===== config.mk =====
export PLATFORM = sky130hd
export DESIGN_NAME = sub4_seq_ctrl
export DESIGN_NICKNAME = d
export VERILOG_FILES = /design/src/rtl/sub4_seq_ctrl.sv
export SDC_FILE = /design/constraint.sdc
export NUM_CORES = 1
export LEC_CHECK = 0
export BUFFER_PORTS_ARGS = -buffer_cell sky130_fd_sc_hd__buf_2
export CAP_MARGIN = 20
export CORE_UTILIZATION = 50
export CTS_BUF_LIST = sky130_fd_sc_hd__clkbuf_4 sky130_fd_sc_hd__clkbuf_8
export CTS_CLUSTER_DIAMETER = 60
export CTS_CLUSTER_SIZE = 12
export DETAILED_ROUTE_END_ITERATION = 6
export GPL_ROUTABILITY_DRIVEN = 0
export GPL_TIMING_DRIVEN = 0
export PLACE_DENSITY_LB_ADDON = 0.1
export SETUP_SLACK_MARGIN = 0.4
export SKIP_CTS_REPAIR_TIMING = 1
export SLEW_MARGIN = 40
export SYNTH_ARGS = -nofsm -noshare
export SYNTH_HDL_FRONTEND = slang
export SYNTH_SLANG_ARGS = --single-unit

===== constraint.sdc =====
create_clock -name clk -period 2.8 [get_ports clk]
set_input_delay 0.28 -clock clk [delete_from_list [all_inputs] [get_ports clk]]
set_output_delay 0.28 -clock clk [all_outputs]
set_load 0.01 [all_outputs]

===== src/rtl/sub4_seq_ctrl.sv =====
// Nibble-serial subtractor sequencer: computes op_a - op_b - bin by sharing one external
// 4-bit borrow subtractor, one nibble per clock, LSB first.
//
// Handshake: a start seen in IDLE or DONE is accepted on that clock edge (operands latched);
// start seen while RUN is ignored. done is a single-cycle pulse; diff/bout/zero hold
// from that point until the next accepted start.
module sub4_seq_ctrl #(
  parameter int WIDTH = 16
) (
  input  logic             clk,
  input  logic             rst_n,
  input  logic             start,
  input  logic [WIDTH-1:0] op_a,
  input  logic [WIDTH-1:0] op_b,
  input  logic             bin,
  output logic             busy,
  output logic             done,
  output logic [WIDTH-1:0] diff,
  output logic             bout,
  output logic             zero,
  output logic [3:0]       sub_x,
  output logic [3:0]       sub_y,
  output logic             sub_z,
  input  logic             sub_b,
  input  logic [3:0]       sub_d
);

  localparam int NIBBLES = WIDTH / 4;
  localparam int IW      = $clog2(NIBBLES);

  typedef enum logic [1:0] {
    S_IDLE = 2'd0,
    S_RUN  = 2'd1,
    S_DONE = 2'd2
  } state_t;

  state_t           state;
  state_t           state_nxt;
  logic [WIDTH-1:0] a_q;
  logic [WIDTH-1:0] b_q;
  logic [IW-1:0]    idx;
  logic             borrow;
  logic [WIDTH-1:0] diff_nxt;
  logic             accept;
  logic             last;

  assign accept = start && (state != S_RUN);
  assign last   = (idx == IW'(NIBBLES - 1));

  always_comb begin
    state_nxt = state;
    case (state)
      S_IDLE:  if (start) state_nxt = S_RUN;
      S_RUN:   if (last)  state_nxt = S_DONE;
      S_DONE:  state_nxt = start ? S_RUN : S_IDLE;
      default: state_nxt = S_IDLE;
    endcase
  end

  always_ff @(posedge clk or negedge rst_n) begin
    if (!rst_n) state <= S_IDLE;
    else        state <= state_nxt;
  end

  // Subtractor operands come only from registers, never from start/op_* directly.
  assign sub_x = a_q[4*idx +: 4];
  assign sub_y = b_q[4*idx +: 4];
  assign sub_z = borrow;

  always_comb begin
    diff_nxt             = diff;
    diff_nxt[4*idx +: 4] = sub_d;
  end

  always_ff @(posedge clk or negedge rst_n) begin
    if (!rst_n) begin
      a_q    <= '0;
      b_q    <= '0;
      idx    <= '0;
      borrow <= 1'b0;
      diff   <= '0;
      bout   <= 1'b0;
      zero   <= 1'b1;
    end else if (accept) begin
      a_q    <= op_a;
      b_q    <= op_b;
      borrow <= bin;
      idx    <= '0;
      diff   <= '0;
      bout   <= 1'b0;
      zero   <= 1'b1;
    end else if (state == S_RUN) begin
      diff   <= diff_nxt;
      borrow <= sub_b;
      // idx parks on the last nibble so sub_x/sub_y hold their final value outside RUN.
      if (!last) begin
        idx <= idx + IW'(1);
      end else begin
        bout <= sub_b;
        zero <= (diff_nxt == '0);
      end
    end
  end

  assign busy = (state == S_RUN);
  assign done = (state == S_DONE);

endmodule


==> results.ini, run 1 <==
[drt]
final_antenna_net_count = 0
vias = 1698
wl_mm = 5.07
routedWlPerCell_um = 16.0
first_iter_violations = 114
drc = 0
drt_pass1_iterations = 4
via_per_inst = 5.36

[clock_network]
clock_sinks = 55
cts_tree = built
clk_latency_ps = 300
cts_buffer_depth = 2
clkSlewWorstSetupHoldPaths_ps = 90
h-tree-depth = 2
cts-buffers-inserted = 5
clock-root-buffer = clkbuf_8

[critical_path]
rrSetupSlack_ps = 540
timing.rr.end = diff[0]
path_cells = buf_2 -> buf_4 -> inv_1 -> ha_1 -> nand2b_1 -> nor3_1 -> a22o_1
critical_path_class = reg -> reg
startpoint_type = flop
critPathBufInv = 3
crit_fanout = 10
slowest_delay_ps = 420
slowest_stage = dfrtp_1
crit_path_end_kind = flop
r2r_start = idx[0]
cp.arrival_ps = 2500
worst_ep_required_time_ps = 3030
r2r_cells = 7
critPathTopFamily = buffers and inverters

[timing]
slew_viol_final = 0
hold_viol_final = 0
period_share_pct = 80.8
max_slew_margin_pct = 54.4
fin_worst_skew_ps = 10.5
setup_viol = 0
rsz0062_at_grt = true
setup_ws_ps = 537
holdWs_ps = 4.24
tightestPinTransition_ps = 684
timing.final.crit_period_ps = 2260
fin_tns_setup_ps = 0
max_freq_mhz = 442

[synth]
synthArstFlopShare_pct = 100
synth-seq-cells = 55
syn_area_mm2 = 0.00247
yosysMostFrequentCell = dfrtp_1
synth-edff-count = 0
yosys_warnings = 0
synth_largest_area_cell = dfrtp_1
synth_top_area_share_pct = 54.8
ys.flop_type = dfrtp_1
synth_cell_type_count = 30
synth.area.top_cells = dfrtp_1 (55%), mux2_2 (15%), mux4_2 (7.3%), a22o_1 (4.6%), ha_1 (3.0%)
syn_inst = 173
synth_commonest_cells = dfrtp_1 (54), mux2_2 (32), a22o_1 (13)
avgSynthCellArea_um2 = 14.3
ys_seq_area_share_pct = 55.8
synth_nets = 220

[die]
die_w_um = 72.2
start_util_pct = 52.2
dieArea_mm2 = 0.00522
row_count = 25
fp.dieH_um = 72.2
core_mm2 = 0.00472
io_pins = 70

[cells_and_area]
drive_above_1_share_pct = 53.2
nets = 296
fill_cells = 390
area_growth_pct = 21.6
antenna_cells = 0

[global_routing]
grt_pass1_wl_mm = 8.36
grt_antenna_before_repair = 0
grt_overflow_total = 0
grt_use_total_pct = 21.4
grt_max_degree = 56
grt_pass1_vias = 1741

[placed_design]
io_buffer_count = 69
dpl.hpwl_mm = 3.59
place_ws_ps = 422

[run_status]
status = finished, final reports clean

[power]
irDropWorstVdd_v = 0.000525
power.density_mw_per_mm2 = 1060
power.leakage_nw = 1.43

[min_path]
holdCritPathClass = in -> async

[flow_run]
cap_violations = 0

placed cells by master, fill, tap and decap left out, types with 2 or more instances in the layout:
master	instances
mux4_2	8
ha_1	6
clkbuf_8	5
dfrtp_1	54
inv_1	5
nand2b_1	3
clkbuf_4	3
nand2_1	3
a21oi_1	5
a22o_2	4
o21ai_0	8
buf_2	70
mux2_2	32
buf_4	5
nor4_1	4
nor3_1	4
a22o_1	13
nor2b_1	2
how the worst max path moves through the flow:
stage / slack, ps / start / endpoint / depth (start not counted)
2_1_floorplan: 780 / idx[0] / zero / 8
3_3_place_gp: 440 / idx[0] / diff[14] / 6
3_5_place_dp: 420 / idx[0] / diff[14] / 6
4_1_cts: 410 / idx[0] / diff[14] / 6
5_1_grt: 380 / idx[0] / diff[11] / 7
6_report: 540 / idx[0] / diff[0] / 7
state kept, by name (all words and copies together) (netlist names):
name   flops
a_q       16
b_q       16
bout       1
diff      16
idx        2
state      2
sub_z      1
zero       1
layer usage:
metal  up-vias  part of all wire [%]  GRT usage [%]
li1        799                     -              -
met1       847                    46           28.4
met2        50                    47           34.5
met3         2                   5.8           5.69
met4         0                  0.57           6.97
met5         -                     0              0
area by class of cell:
class / instances / area, um^2 / share of cell area (%)
Buffer: 8 / 48.8 / 1.63
Sequential cell: 55 / 1380 / 45.9
Timing Repair Buffer: 69 / 348 / 11.6
Inverter: 5 / 18.8 / 0.626
Multi-Input combinational cell: 105 / 1030 / 34.4
Clock buffer: 8 / 91.3 / 3.04
Tap cell: 67 / 83.8 / 2.79
metrics by stage:
stage,power [mW],area (um^2),instances,utilization [%]
2_1_floorplan,2.30,2470,173,-
3_3_place_gp,2.72,2900,309,61.3
3_5_place_dp,2.75,2900,309,61.4
4_1_cts,3.20,2990,317,63.3
5_1_grt,3.41,3000,317,63.5
6_report,3.19,3000,317,63.5
where the power goes:
| group | switching, mW | internal, mW |
|---|---|---|
| combinational | 0.690 | 0.754 |
| clock | 0.242 | 0.208 |
| sequential | 0.175 | 1.12 |
worst register-to-register path, stage by stage, from the launching register on:
cell	delay [ps]
dfrtp_1	420
buf_2	250
buf_4	250
inv_1	100
ha_1	390
nand2b_1	200
nor3_1	360
a22o_1	230
kinds of logic (layout without fill, tap and decap cells):
group | count (synthesis) | count (layout) | synth area share (%)
DFF | 55 | 55 | 55.8
muxes | 41 | 41 | 22.3
AOI/OAI and AO/OA | 35 | 35 | 10.6
and+or+nand+nor | 23 | 23 | 5.63
buffers and inverters | 13 | 90 | 2.59
adders and majority gates | 6 | 6 | 3.04
Note: power is estimated with default switching activity, not from simulation.
==> run 2, diff against run 1 <==
--- a/config.mk
+++ b/config.mk
@@ -5,6 +5,7 @@
 export SDC_FILE = /design/constraint.sdc
 export NUM_CORES = 1
 export LEC_CHECK = 0
+export ABC_AREA = 1
 export BUFFER_PORTS_ARGS = -buffer_cell sky130_fd_sc_hd__buf_2
 export CAP_MARGIN = 20
 export CORE_UTILIZATION = 50
==> constraint.sdc (replaced) <==
create_clock -name clk -period 1.8 [get_ports clk]
set_input_delay 0.18 -clock clk [delete_from_list [all_inputs] [get_ports clk]]
set_output_delay 0.18 -clock clk [all_outputs]
set_load 0.01 [all_outputs]
==> run 2 against run 1 <==
  * The flow now finishes with violations (negative setup slack)
  * Sequential power up 60%
  * Final area rose by 21%
  * Clock power increased by 82%
  * Sequential cell count stayed put
  * Maximum frequency rose by 17%
==> results.ini, run 2 <==
[critical_path]
r2r_cells = 14  ; was 7
r2r_start = idx[0]  ; unchanged
crit_start = idx[0]  ; unchanged
worst_ep_required_time_ps = 2060  ; was 3030 ps
crit_path_end_kind = flop  ; unchanged
crit_path_end = zero  ; was diff[0]
slowest_stage = dfrtp_2  ; was dfrtp_1
cp.arrival_ps = 2190  ; was 2500 ps
rrSetupSlack_ps = -130  ; was 540 ps
critical_path_class = reg -> reg  ; unchanged
slowest_delay_ps = 420  ; about the same
cpMostUsedCell = nand2_1
timing.rr.end = zero  ; was diff[0]
startpoint_type = flop  ; unchanged
crit_fanout = 6  ; was 10
path_cells = inv_2 -> buf_8 -> buf_12 -> ha_4 -> buf_8 -> buf_4 -> nor2_1 -> nand3_1 -> nand2_1 -> nor2_1 -> nand2_1 -> nor2_1 -> nand2_1 -> nand2_1  ; was buf_2 -> buf_4 -> inv_1 -> ha_1 -> nand2b_1 -> nor3_1 -> a22o_1

[flow_run]
cap_violations = 0  ; unchanged

[synth]
synthArstFlopShare_pct = 100  ; unchanged
yosysMostFrequentCell = nand2_1  ; was dfrtp_1
ys.flop_type = dfrtp_1  ; unchanged
synth_cell_type_count = 24  ; was 30
synth.area.top_cells = dfrtp_1 (49%), nand2_1 (19%), nor2_1 (6.4%), o22ai_1 (3.4%), o21ai_0 (3.1%)  ; was dfrtp_1 (55%), mux2_2 (15%), mux4_2 (7.3%), a22o_1 (4.6%), ha_1 (3.0%)
avgSynthCellArea_um2 = 7.87  ; was 14.3 um^2
synth_largest_area_cell = dfrtp_1  ; unchanged
syn_area_mm2 = 0.00278  ; was 0.00247 mm^2
syn_inst = 353  ; was 173
yosys_warnings = 0  ; unchanged
synth_top_area_share_pct = 48.7  ; was 54.8%
synth-edff-count = 0  ; unchanged
ys_seq_area_share_pct = 49.6  ; was 55.8%
synth_commonest_cells = nand2_1 (139), dfrtp_1 (54), nor2_1 (47)  ; was dfrtp_1 (54), mux2_2 (32), a22o_1 (13)
synth_nets = 400  ; was 220
synth-seq-cells = 55  ; unchanged

[power]
total_power_mw = 6.59  ; was 3.19 mW
p_seq_share_pct = 31.3  ; was 40.6%
p_int_mw = 3.78  ; was 2.08 mW
irDropWorstVdd_v = 0.00100  ; was 0.000525 V
power.leakage_nw = 1.97  ; was 1.43 nW
power.density_mw_per_mm2 = 1820  ; was 1060 mW/mm^2
pwr-share-clk_pct = 12.4  ; was 14.1%
p_comb_share_pct = 56.3  ; was 45.3%
p_switching_mw = 2.82  ; was 1.11 mW
swShare_pct = 42.7  ; was 34.7%

[die]
start_util_pct = 53.0  ; was 52.2%
die_w_um = 76.5  ; was 72.2 um
fp.dieH_um = 76.5  ; was 72.2 um
core_mm2 = 0.00524  ; was 0.00472 mm^2
row_count = 26  ; was 25
dieArea_mm2 = 0.00585  ; was 0.00522 mm^2
io_pins = 70  ; unchanged

[drt]
vias = 2610  ; was 1698
via_per_inst = 5.04  ; was 5.36
final_antenna_net_count = 0  ; unchanged
first_iter_violations = 199  ; was 114
drt_pass1_iterations = 4  ; unchanged
drc = 0  ; unchanged
routedWlPerCell_um = 13.1  ; was 16.0 um
wl_mm = 6.76  ; was 5.07 mm

[timing]
timing.final.crit_period_ps = 1930  ; was 2260 ps
max_slew_margin_pct = 53.2  ; was 54.4%
fin_worst_skew_ps = 6.16  ; was 10.5 ps
slew_viol_final = 0  ; unchanged
hold_viol_final = 0  ; unchanged
rsz0062_at_grt = true  ; unchanged
tightestPinTransition_ps = 702  ; was 684 ps
setup_viol = 1  ; was 0
max_freq_mhz = 518  ; was 442 MHz
period_share_pct = 107  ; was 80.8%
setup_ws_ps = -130  ; was 537 ps

[clock_network]
cts-buffers-inserted = 5  ; unchanged
clock-root-buffer = clkbuf_8  ; unchanged
clock_sinks = 55  ; unchanged
cts_buffer_depth = 2  ; unchanged
h-tree-depth = 2  ; unchanged
cts_tree = built  ; unchanged
clk_latency_ps = 300  ; about the same
clkSlewWorstSetupHoldPaths_ps = 100  ; was 90 ps

[cells_and_area]
final_cell_area_mm2 = 0.00363  ; was 0.00300 mm^2
fill_cells = 443  ; was 390
drive_above_1_share_pct = 34.4  ; was 53.2%
area_growth_pct = 30.8  ; was 21.6%
layout_common_cells = nand2_1 (131), buf_2 (73), dfrtp_1 (52)  ; was buf_2 (70), dfrtp_1 (54), mux2_2 (32)
nets = 495  ; was 296
top_regs = a_q (16), b_q (16), diff (16)  ; unchanged
final_common_cell = nand2_1  ; was buf_2
antenna_cells = 0  ; unchanged

[placed_design]
io_buffer_count = 69  ; unchanged
dpl_cell_area_mm2 = 0.00328  ; was 0.00290 mm^2
dpl.hpwl_mm = 4.53  ; was 3.59 mm

[global_routing]
grt_overflow_total = 0  ; unchanged
grt_use_total_pct = 22.8  ; was 21.4%
grt_pass1_wl_mm = 10.5  ; was 8.36 mm
grt_use_met1_pct = 29.7  ; was 28.4%
use_met3_pct = 4.67  ; was 5.69%
grt_max_degree = 56  ; unchanged
grt_pass1_vias = 2305  ; was 1741
grt_antenna_before_repair = 0  ; unchanged
grt_busiest_layer = met2  ; unchanged
met2_usage_pct = 38.1  ; was 34.5%

[min_path]
holdCritPathClass = in -> reg  ; was in -> async

[run_status]
violations = negative setup slack
status = complete, but fails checks  ; was finished, final reports clean

[run 2: cell count changes after synthesis, sizes merged, moves of 4 or more]
cell | before | now
a22o | 17 | 9
nor3 | 4 | 0
buf | 6 | 14
o22ai | 1 | 15
inv | 5 | 24
nand2 | 3 | 140
mux2 | 32 | 0
nor4 | 5 | 0
mux4 | 8 | 0
o21ai | 9 | 25
nor2 | 2 | 50
nand3 | 0 | 9
[run 2: worst min path at each step]
| stage | start | end | cells past startpoint |
|---|---|---|---|
| CTS | rst_n | diff[5] | 1 |
| finish | op_b[2] | b_q[2] | 3 |
| global placement | op_a[10] | a_q[10] | 3 |
| floorplan | rst_n | a_q[0] | 0 |
| global route | op_b[8] | b_q[8] | 3 |
| detailed placement | rst_n | diff[12] | 1 |
[run 2: critical path: cells and delay by family, from the launching register on]
kind / cells / cell delay, ps
simple gates: 8 / 620
buf+inv: 5 / 570
flops: 1 / 420
fa+ha+maj: 1 / 260
[run 2: cells by family after synthesis]
logic type,synth area share (%)
buffers and inverters,7.30
adders and majority gates,2.70
and+or+nand+nor,28.9
DFF,49.6
AOI/OAI and AO/OA,11.5
[run 2: through the flow]
step                      TNS, ps  hold slack (ps)  setup WS, ps  utilization, %  std cells
after global placement      -1150              373          -289            62.5        492
after floorplan                 0             -116          72.5               -        353
after CTS                   -2190            -64.8          -344            64.6        499
after detailed placement    -1490              270          -317            62.5        492
final                        -130             60.2          -130            69.3        518
after global routing         -349             57.9          -237            69.3        518
[run 2: cell type report]
cell class	count	area [um^2]	share of cell area, %
Clock inverter	1	30.0	0.827
Timing Repair Buffer	88	498	13.7
Inverter	26	110	3.03
Multi-Input combinational cell	257	1300	35.7
Tap cell	70	87.6	2.41
Buffer	15	153	4.20
Sequential cell	55	1380	38.0
Clock buffer	6	76.3	2.10
[run 2: routing by layer]
| metal | wire, um | part of all wire, % |
|---|---|---|
| met1 | 3030 | 45 |
| met2 | 3230 | 48 |
| met3 | 434 | 6.4 |
| met4 | 74 | 1.1 |
| met5 | 0 | 0 |
[run 2: power by group through the flow]
stage / sequential, mW / combinational [mW] / clock (mW)
finish: 2.06 / 3.71 / 0.819
global route: 2.13 / 4.08 / 0.873
CTS: 2.10 / 3.02 / 0.830
detailed placement: 2.12 / 3.00 / 0
global placement: 2.11 / 2.95 / 0
floorplan: 2.09 / 2.13 / 0
==> run 3, diff against run 2 <==
==> constraint.sdc (replaced) <==
create_clock -name clk -period 2.44 [get_ports clk]
set_input_delay 0.244 -clock clk [delete_from_list [all_inputs] [get_ports clk]]
set_output_delay 0.244 -clock clk [all_outputs]
set_load 0.01 [all_outputs]
==> run 3 against run 2 <==
  * The run ends with negative hold slack left
  * Sequential power down 26%
  * Wire length down 5.0%
  * Combinational power down 39%
  * Clock power down 34%
  * Final cell count down 2.3%
  * Count of clock-buffer cells in the layout unchanged
  * Setup slack better by 630 ps
  * Register-to-register slack better by 630 ps
==> results.ini, run 3 (synthesis results as in run 2) <==
[run_status]
status = complete, but fails checks  ; unchanged
violations = negative hold slack  ; was negative setup slack

[placed_design]
place_ws_ps = 50.4  ; was -317 ps
placed_cells = 492  ; unchanged
io_buffer_count = 69  ; unchanged
dpl.hpwl_mm = 4.64  ; was 4.53 mm

[timing]
fin_worst_skew_ps = 4.34  ; was 6.16 ps
fin_tns_setup_ps = 0  ; was -130 ps
max_slew_margin_pct = 53.9  ; was 53.2%
setup_ws_ps = 504  ; was -130 ps
tightestPinTransition_ps = 691  ; was 702 ps
max_freq_mhz = 517  ; was 518 MHz
slew_viol_final = 0  ; unchanged
timing.final.crit_period_ps = 1940  ; was 1930 ps
holdWs_ps = -53.2  ; was 60.2 ps
rsz0062_at_grt = true  ; unchanged
setup_viol = 0  ; was 1
hold_viol_final = 54  ; was 0
period_share_pct = 79.3  ; was 107%

[die]
die_w_um = 76.5  ; unchanged
dieArea_mm2 = 0.00585  ; unchanged
io_pins = 70  ; unchanged
start_util_pct = 53.0  ; unchanged
fp.dieH_um = 76.5  ; unchanged
core_mm2 = 0.00524  ; unchanged
row_count = 26  ; unchanged

[clock_network]
clock-root-buffer = clkbuf_8  ; unchanged
clock_sinks = 55  ; unchanged
cts_buffer_depth = 2  ; unchanged
h-tree-depth = 2  ; unchanged
clk_latency_ps = 310  ; was 300 ps
cts_tree = built  ; unchanged
clkSlewWorstSetupHoldPaths_ps = 100  ; about the same
cts-buffers-inserted = 5  ; unchanged

[global_routing]
grt_pass1_vias = 2404  ; was 2305
grt_overflow_total = 0  ; unchanged
grt_pass1_wl_mm = 10.8  ; was 10.5 mm
grt_max_degree = 56  ; unchanged
grt_antenna_before_repair = 0  ; unchanged
grt_use_total_pct = 23.5  ; was 22.8%

[cells_and_area]
antenna_cells = 0  ; unchanged
instances_no_fill = 506  ; was 518
area_growth_pct = 22.1  ; was 30.8%
fill_cells = 484  ; was 443
final_common_cell = nand2_1  ; unchanged
fin_util_pct = 64.7  ; was 69.3%
drive_above_1_share_pct = 26.6  ; was 34.4%
nets = 482  ; was 495
layout_common_cells = nand2_1 (139), buf_2 (72), dfrtp_1 (52)  ; was nand2_1 (131), buf_2 (73), dfrtp_1 (52)
top_regs = a_q (16), b_q (16), diff (16)  ; unchanged

[critical_path]
crit_start = idx[0]  ; unchanged
startpoint_type = flop  ; unchanged
timing.rr.end = zero  ; unchanged
crit_fanout = 12  ; was 6
crit_path_end_kind = flop  ; unchanged
critical_path_class = reg -> reg  ; unchanged
rrSetupSlack_ps = 500  ; was -130 ps
r2r_start = idx[0]  ; unchanged
cp.arrival_ps = 2190  ; about the same
r2r_cells = 13  ; was 14
worst_ep_required_time_ps = 2690  ; was 2060 ps
crit_path_end = zero  ; unchanged

[power]
power.density_mw_per_mm2 = 1270  ; was 1820 mW/mm^2
irDropWorstVdd_v = 0.000573  ; was 0.00100 V
total_power_mw = 4.32  ; was 6.59 mW
power.leakage_nw = 1.88  ; was 1.97 nW

[drt]
via_per_inst = 5.00  ; was 5.04
drt_pass1_iterations = 4  ; unchanged
drc = 0  ; unchanged
final_antenna_net_count = 0  ; unchanged
routedWlPerCell_um = 12.7  ; was 13.1 um
vias = 2531  ; was 2610
first_iter_violations = 87  ; was 199
wl_mm = 6.43  ; was 6.76 mm

[min_path]
holdCritPathClass = in -> async  ; was in -> reg

[flow_run]
cap_violations = 0  ; unchanged

==> run 3: changes by cell type in the layout (fill, tap and decap cells not counted), moves of 3 or more <==
cell	change
nor2_2	-4
nand2_2	-8
nand2_1	+8
buf_6	-3
nor2_1	+5
inv_1	+3
inv_4	-3
o21ai_2	-4
ha_1	+3
buf_4	-8
==> run 3: worst max-delay path: stages, from the launching register on <==
cell and delay [ps]:
dfrtp_2 430, inv_2 50, buf_6 120, buf_8 140, ha_1 300, buf_6 140, inv_2 70, nand3_2 110
o21ai_1 190, nor2_1 60, nand2_1 70, nor2_1 40, nand2_1 90, nand2_1 60
==> run 3: routing by layer <==
metal	GRT usage [%]	share of wire, %
met1	30.2	45
met2	40.0	50
met3	5.15	3.9
met5	0	0
met4	5.77	0.98
==> run 3: how the worst min path moves through the flow <==
stage                  start        to  slack [ps]  depth (start not counted)
floorplan              rst_n    a_q[0]         -50                          0
global placement    op_a[13]   a_q[13]         440                          3
detailed placement     rst_n   diff[4]         340                          1
CTS                    rst_n  diff[13]         -10                          1
global route           rst_n   diff[5]        -0.1                          1
finish                 rst_n   diff[5]         -50                          1
==> run 3: cell type report <==
cell class              instances  area (um^2)  area share [%]
flip-flops and latches         55         1380            40.7
multi-input cells             257         1200            35.5
repair buffers                 75          393            11.6
plain buffers                  15          125            3.69
inverters                      26          101            2.99
well taps                      70         87.6            2.58
clock buffers                   6         82.6            2.44
clock inverters                 2         16.3           0.480
==> run 3: through the flow <==
step | area (um^2) | hold slack (ps)
6_report | 3390 | -53.2
5_1_grt | 3390 | -0.130
4_1_cts | 3310 | -11.8
3_5_place_dp | 3210 | 340
3_3_place_gp | 3210 | 437
2_1_floorplan | 2780 | -51.6
==> run 3: where the power goes <==
group	total, mW	switching, mW	internal [mW]
logic	2.25	1.34	0.901
clock network	0.539	0.306	0.232
registers	1.53	0.239	1.29
